==> config.mk <==
export PLATFORM = sky130hd
export DESIGN_NAME = ram_agu_ctrl
export DESIGN_NICKNAME = d
export VERILOG_FILES = /design/src/rtl/ram_agu_ctrl.sv
export SDC_FILE = /design/constraint.sdc
export NUM_CORES = 1
export LEC_CHECK = 0
export ABC_AREA = 1
export BUFFER_PORTS_ARGS = -buffer_cell sky130_fd_sc_hd__buf_2
export CAP_MARGIN = 20
export CORE_AREA = 2 2 82 104
export CTS_CLUSTER_SIZE = 28
export DETAILED_ROUTE_END_ITERATION = 6
export DIE_AREA = 0 0 84 106
export PLACE_DENSITY = 0.87
export SETUP_SLACK_MARGIN = 0.5
export SYNTH_ARGS = -nofsm -noshare
export SYNTH_HDL_FRONTEND = slang
export SYNTH_SLANG_ARGS = --single-unit
==> constraint.sdc <==
create_clock -name clock -period 2.33 [get_ports clock]
set_input_delay 0.466 -clock clock [delete_from_list [all_inputs] [get_ports clock]]
set_output_delay 0.466 -clock clock [all_outputs]
set_load 0.005 [all_outputs]
==> src/rtl/ram_agu_ctrl.sv <==
// ram_agu_ctrl: sequences Length RAM requests from one latched config, direct strided or index-driven.
module ram_agu_ctrl #(
  parameter int WIDTH_LENGTH = 8,
  parameter int WIDTH_ADDR   = 12
) (
  input  logic                    clock,
  input  logic                    reset,
  input  logic                    I_Cfg_Valid,
  input  logic [1:0]              I_Cfg_Mode,
  input  logic                    I_Cfg_Decrement,
  input  logic                    I_Cfg_Indirect,
  input  logic [WIDTH_LENGTH-1:0] I_Cfg_Length,
  input  logic [WIDTH_LENGTH-1:0] I_Cfg_Stride,
  input  logic [WIDTH_LENGTH-1:0] I_Cfg_Base,
  output logic                    O_Cfg_Ready,
  input  logic                    I_Idx_Valid,
  input  logic [WIDTH_LENGTH-1:0] I_Idx,
  output logic                    O_Idx_Ready,
  output logic                    O_Req,
  output logic [WIDTH_ADDR-1:0]   O_Addr,
  output logic [1:0]              O_Size,
  input  logic                    I_Ack,
  output logic                    O_Busy,
  output logic                    O_Done,
  output logic                    O_Err
);
  typedef enum logic [1:0] {IDLE, RUN, DONE} state_t;
  state_t state_q, state_d;
  logic [1:0] mode_q, mode_d;
  logic dec_q, dec_d, ind_q, ind_d, req_q, req_d, done_q, done_d, err_q, err_d;
  logic [WIDTH_LENGTH-1:0] base_q, base_d, stride_q, stride_d, rem_q, rem_d, e_q, e_d;
  logic [WIDTH_LENGTH-1:0] e_nx, ind_el;
  logic [WIDTH_ADDR-1:0] addr_q, addr_d;
  logic ack, last, take;

  function automatic logic [WIDTH_ADDR-1:0] byte_addr(input logic [WIDTH_LENGTH-1:0] el, input logic [1:0] m);
    return WIDTH_ADDR'(el) << m;
  endfunction

  assign ack         = I_Ack & req_q;
  assign last        = (state_q == RUN) & ack & (rem_q == WIDTH_LENGTH'(1));
  // in indirect mode the request/address registers are the single-entry index buffer
  assign O_Idx_Ready = (state_q == RUN) & ind_q & (~req_q | ack) & ~last;
  assign take        = O_Idx_Ready & I_Idx_Valid;
  assign O_Cfg_Ready = state_q == IDLE;
  assign e_nx        = dec_q ? e_q - stride_q : e_q + stride_q;
  assign ind_el      = dec_q ? base_q - I_Idx : base_q + I_Idx;

  always_comb begin
    state_d  = state_q;
    mode_d   = mode_q;
    dec_d    = dec_q;
    ind_d    = ind_q;
    base_d   = base_q;
    stride_d = stride_q;
    rem_d    = rem_q;
    e_d      = e_q;
    req_d    = req_q;
    addr_d   = addr_q;
    err_d    = 1'b0;
    case (state_q)
      IDLE: if (I_Cfg_Valid) begin
        if (I_Cfg_Mode == 2'b11) err_d = 1'b1;
        else begin
          mode_d   = I_Cfg_Mode;
          dec_d    = I_Cfg_Decrement;
          ind_d    = I_Cfg_Indirect;
          base_d   = I_Cfg_Base;
          stride_d = I_Cfg_Stride;
          rem_d    = I_Cfg_Length;
          e_d      = I_Cfg_Base;
          state_d  = (I_Cfg_Length == '0) ? DONE : RUN;
          req_d    = (I_Cfg_Length != '0) & ~I_Cfg_Indirect;
          addr_d   = byte_addr(I_Cfg_Base, I_Cfg_Mode);
        end
      end
      RUN: begin
        rem_d = ack ? rem_q - WIDTH_LENGTH'(1) : rem_q;
        if (last) begin
          state_d = DONE;
          req_d   = 1'b0;
        end else if (ind_q) begin
          req_d  = take | (req_q & ~ack);
          addr_d = take ? byte_addr(ind_el, mode_q) : addr_q;
        end else if (ack) begin
          e_d    = e_nx;
          addr_d = byte_addr(e_nx, mode_q);
        end
      end
      default: state_d = IDLE;
    endcase
    done_d = state_d == DONE;
  end

  always_ff @(posedge clock or negedge reset) begin
    if (!reset) begin
      state_q  <= IDLE;
      mode_q   <= '0;
      dec_q    <= 1'b0;
      ind_q    <= 1'b0;
      base_q   <= '0;
      stride_q <= '0;
      rem_q    <= '0;
      e_q      <= '0;
      req_q    <= 1'b0;
      addr_q   <= '0;
      done_q   <= 1'b0;
      err_q    <= 1'b0;
    end else begin
      state_q  <= state_d;
      mode_q   <= mode_d;
      dec_q    <= dec_d;
      ind_q    <= ind_d;
      base_q   <= base_d;
      stride_q <= stride_d;
      rem_q    <= rem_d;
      e_q      <= e_d;
      req_q    <= req_d;
      addr_q   <= addr_d;
      done_q   <= done_d;
      err_q    <= err_d;
    end
  end

  assign O_Req  = req_q;
  assign O_Addr = addr_q;
  assign O_Size = mode_q;
  assign O_Busy = state_q == RUN;
  assign O_Done = done_q;
  assign O_Err  = err_q;
endmodule

==> metrics.md <==
| Metric | Value |
|---|---|
| Status | `finished with violations` |
| Failing checks | `negative setup slack` |
| GRT Util Overall | `25.5%` |
| Setup crit start | `stride_q[1]$_DFFE_PN0P_` |
| CP max stage delay | `0.41 ns` |
| Via density | `5.57` |
| Wire per inst | `15.4 um` |
| Leakage | `2.81 nW` |
| Crit path depth | `22` |
| Sum Neg Setup Slack | `-1.20 ns` |
| Crit start category | `flop` |
| Share of the yosys chip area belonging to registers | `32.4%` |
| Setup Viol. Count Final | `10` |
| CTS buffer count | `5` |
| Worst setup EP type | `flop` |
| Most used DFF post-synth | `dfrtp_1` |
| VDD IR-drop max | `840 uV` |
| CTS Hold Bufs | `0` |
| Max Cap Viol | `0` |
| Fmax | `395 MHz` |
| Critical path cell sequence | `inv_2, ha_4, inv_4, nor2_4, nand2_2, buf_6, nand2_2, xnor2_1, inv_1, ha_4, nand2_1, nand2_2, a21oi_2, nand2_2, inv_2, nand2_4, nand3_4, nand2_2, nand3_1, nand3_2, nand2_1, inv_1` |
| DR pass1 iterations | `5` |
| Cell mode on critical path | `nand2_2` |
| Setup slack after layout | `-0.201 ns` |
| Vias in the first global route | `4,231` |
| Layout area overhead | `36.7%` |
| Initial Utilization | `50.2%` |
| CTS tree | `built` |
| CP top delay family | `simple AND/OR/NAND/NOR gates` |
| DP Wirelength | `8180 um` |
| Slew @ Worst Pin | `0.607 ns` |
| Rel. slew slack | `59.4%` |
| DR iter-0 viols | `359` |
| Routability Congestion | `0.913` |
| Hold Fails Final Rpt | `0` |
| Final Max Tran Viols | `0` |
| Post-synth EDFFs | `0` |
| Final Total Pwr | `0.00999 W` |
| Clock Skews | `0.00827 ns` |
| CP max FO | `4` |
| Setup repair after global routing missed its margin | `true` |
| Rows | `37` |
| IO buf count | `59` |
| Worst r2r path cells | `22` |
| WL final | `12,300 um` |
| Synth cell types | `41` |
| Hold Crit Class | `in -> async` |
| H-tree depth | `2` |
| Number of I/O pins | `61` |
| Final min period | `2.53 ns` |
| Root Buffer | `clkbuf_8` |
| Core Region | `8010 um^2` |
| End point of the critical path | `O_Addr[8]$_DFFE_PN0P_` |
| DR vias | `4,459` |
| Cells after Synth | `579` |
| Async S/R FF share, synth | `100%` |
| Initial antenna violation count | `0` |
| # diodes | `0` |
| Num Clock Sinks | `52` |
| Total gr overflow | `0` |
| Antenna viol nets, final | `0` |
| End of the worst register-to-register path | `O_Addr[8]$_DFFE_PN0P_` |
| Residual DRC | `0` |
| Syn Area/Cell | `6.95 um^2` |
| Synthesized cell area | `4020 um^2` |
| Die height | `106 um` |
| Die ar. | `8900 um^2` |
| Fill count | `608` |
| P per Cell Area | `1820 nW/um^2` |
| Reg2reg start | `stride_q[1]$_DFFE_PN0P_` |
| Final net count | `763` |
| Clock-pin transition on the worst setup and hold timing paths | `0.10 ns` |
| Synth Net Count | `640` |
| Worst Path Buf+Inv | `6` |
| Worst Path Class, Setup | `reg -> reg` |
| Clk Latency, worst-skew pair | `0.32 ns` |
| Clock Path Buffers | `2` |
| Largest net degree at the start of global routing | `23` |
| Layout cells sized above 1 | `36.3%` |
| Slowest cell on crit path | `dfrtp_1` |
| First-pass GRT wire length | `18,500 um` |
| Die W | `84 um` |
| Worst Path Arrival | `2.76 ns` |
| Synth warn | `0` |
| Crit path required time | `2.56 ns` |
| Setup slack, reg-to-reg | `-0.20 ns` |
| Period Utilization, post-route | `109%` |
| #FFs+latches synth | `52` |
worst min-delay path by stage:
stage | start | endpoint
floorplan | reset | O_Addr[0]$_DFFE_PN0P_
global route | reset | O_Addr[9]$_DFFE_PN0P_
global placement | reset | base_q[7]$_DFFE_PN0P_
detailed placement | reset | base_q[7]$_DFFE_PN0P_
finish | reset | base_q[7]$_DFFE_PN0P_
CTS | reset | base_q[7]$_DFFE_PN0P_
cells in the mapped netlist, types with 2 or more instances:
| cell type | count | share of area (%) |
|---|---|---|
| a22oi_1 | 3 | 0.56 |
| o31ai_1 | 4 | 0.75 |
| a21oi_1 | 32 | 4.0 |
| inv_2 | 5 | 0.47 |
| o22ai_1 | 12 | 1.9 |
| fa_1 | 2 | 1.0 |
| o211ai_1 | 3 | 0.56 |
| clkbuf_1 | 6 | 0.56 |
| o21ai_0 | 41 | 5.1 |
| nor2_1 | 57 | 5.3 |
| nor3_1 | 6 | 0.75 |
| nand3b_1 | 2 | 0.37 |
| buf_2 | 6 | 0.75 |
| o21ai_2 | 2 | 0.44 |
| ha_1 | 18 | 5.6 |
| dfrtp_1 | 52 | 32 |
| nand4_1 | 8 | 1.2 |
| nor2_2 | 4 | 0.62 |
| buf_6 | 3 | 0.84 |
| nand3_1 | 50 | 6.2 |
| a31oi_1 | 3 | 0.47 |
| o21a_1 | 3 | 0.56 |
| inv_1 | 99 | 9.2 |
| o211ai_4 | 2 | 1.1 |
| xor2_1 | 9 | 2.0 |
| or2_2 | 2 | 0.31 |
| xnor2_1 | 5 | 1.1 |
| nand2_1 | 120 | 11 |
| nor2_4 | 3 | 0.84 |
| mux2_2 | 6 | 1.7 |
stage by stage:
| step | setup WS (ns) | instances | util, % | hold slack (ns) | area (um^2) |
|---|---|---|---|---|---|
| final | -0.201 | 800 | 68.6 | 0.0622 | 5500 |
| after global routing | -0.358 | 800 | 68.6 | 0.105 | 5500 |
| after CTS | -0.200 | 783 | 64.3 | 0.0665 | 5150 |
| after detailed placement | -0.383 | 760 | 59.6 | 0.410 | 4770 |
| after global placement | -0.325 | 760 | 59.6 | 0.408 | 4770 |
| after floorplan | -0.0326 | 579 | - | 0.170 | 4140 |
registers in the layout (all words and copies together) (netlist names), 2 cells and up:
register  cells
state_q       2
base_q        8
e_q           8
rem_q         8
O_Addr       11
stride_q      8
O_Size        2
cells by family after synthesis:
kind of cell / count (synthesis) / synth area share, %
AO/OA/AOI/OAI: 108 / 16.1
other: 1 / 0.0933
adder cells (fa/ha/maj): 20 / 6.60
AND/OR/NAND/NOR: 256 / 27.8
flip-flops: 52 / 32.4
buffers and inverters: 121 / 12.1
multiplexers: 7 / 1.93
XOR/XNOR: 14 / 3.05
what timing repair did:
| item | 4_1_cts | 5_1_grt |
|---|---|---|
| gates resized for setup | 33 | 65 |
| endpoints found under the setup margin | 20 | 22 |
| buffers inserted | 15 | 17 |
| pin swaps | 20 | 39 |
where the power goes:
| group | total (W) | switching [W] | internal [W] |
|---|---|---|---|
| Combinational | 0.00759 | 0.00428 | 0.00331 |
| Sequential | 0.00172 | 0.000391 | 0.00133 |
| Clock | 0.000682 | 0.000330 | 0.000352 |
per-layer routing:
metal	global-route usage, %	vias up	share of wire (%)
met5	0	-	0
met4	12.3	0	3.7
met3	3.96	51	6.3
met2	46.5	225	52
met1	28.7	2071	38
li1	-	2112	-
placed cells by master, fill, tap and decap left out, types with 2 or more instances in the layout:
cell type and instances:
dfrtp_1 51, nand2_4 4, a21oi_2 3, ha_1 8, nand3b_1 2, mux2_2 6, o21ai_2 4, o211ai_4 2
inv_4 2, nand3_4 4, a21oi_1 29, nand2_2 20, xor2_1 8, ha_4 10, fa_2 2, nor2_2 7
a22oi_1 3, inv_2 18, inv_1 82, o22ai_1 12, nor2_1 50, o21ai_0 34, nor2_4 7, a31oi_1 3
nand4_1 8, o21ai_1 6, nand3_1 32, o31ai_1 2, nand2_1 97, buf_4 67, o211ai_1 3, nor3_1 5
nand3_2 14, o21a_1 3, xnor2_1 5, buf_6 5, clkbuf_8 6, buf_2 58
final cells by class:
type | instances | area (um^2) | area share [%]
clock buffer | 6 | 82.6 | 1.50
inverter | 105 | 424 | 7.72
clock inverter | 2 | 38.8 | 0.706
sequential | 52 | 1300 | 23.7
timing repair buffer | 132 | 877 | 16.0
tap | 97 | 121 | 2.21
multi-input combinational | 406 | 2650 | 48.2
No activity file was read; power rests on OpenSTA's default activity.
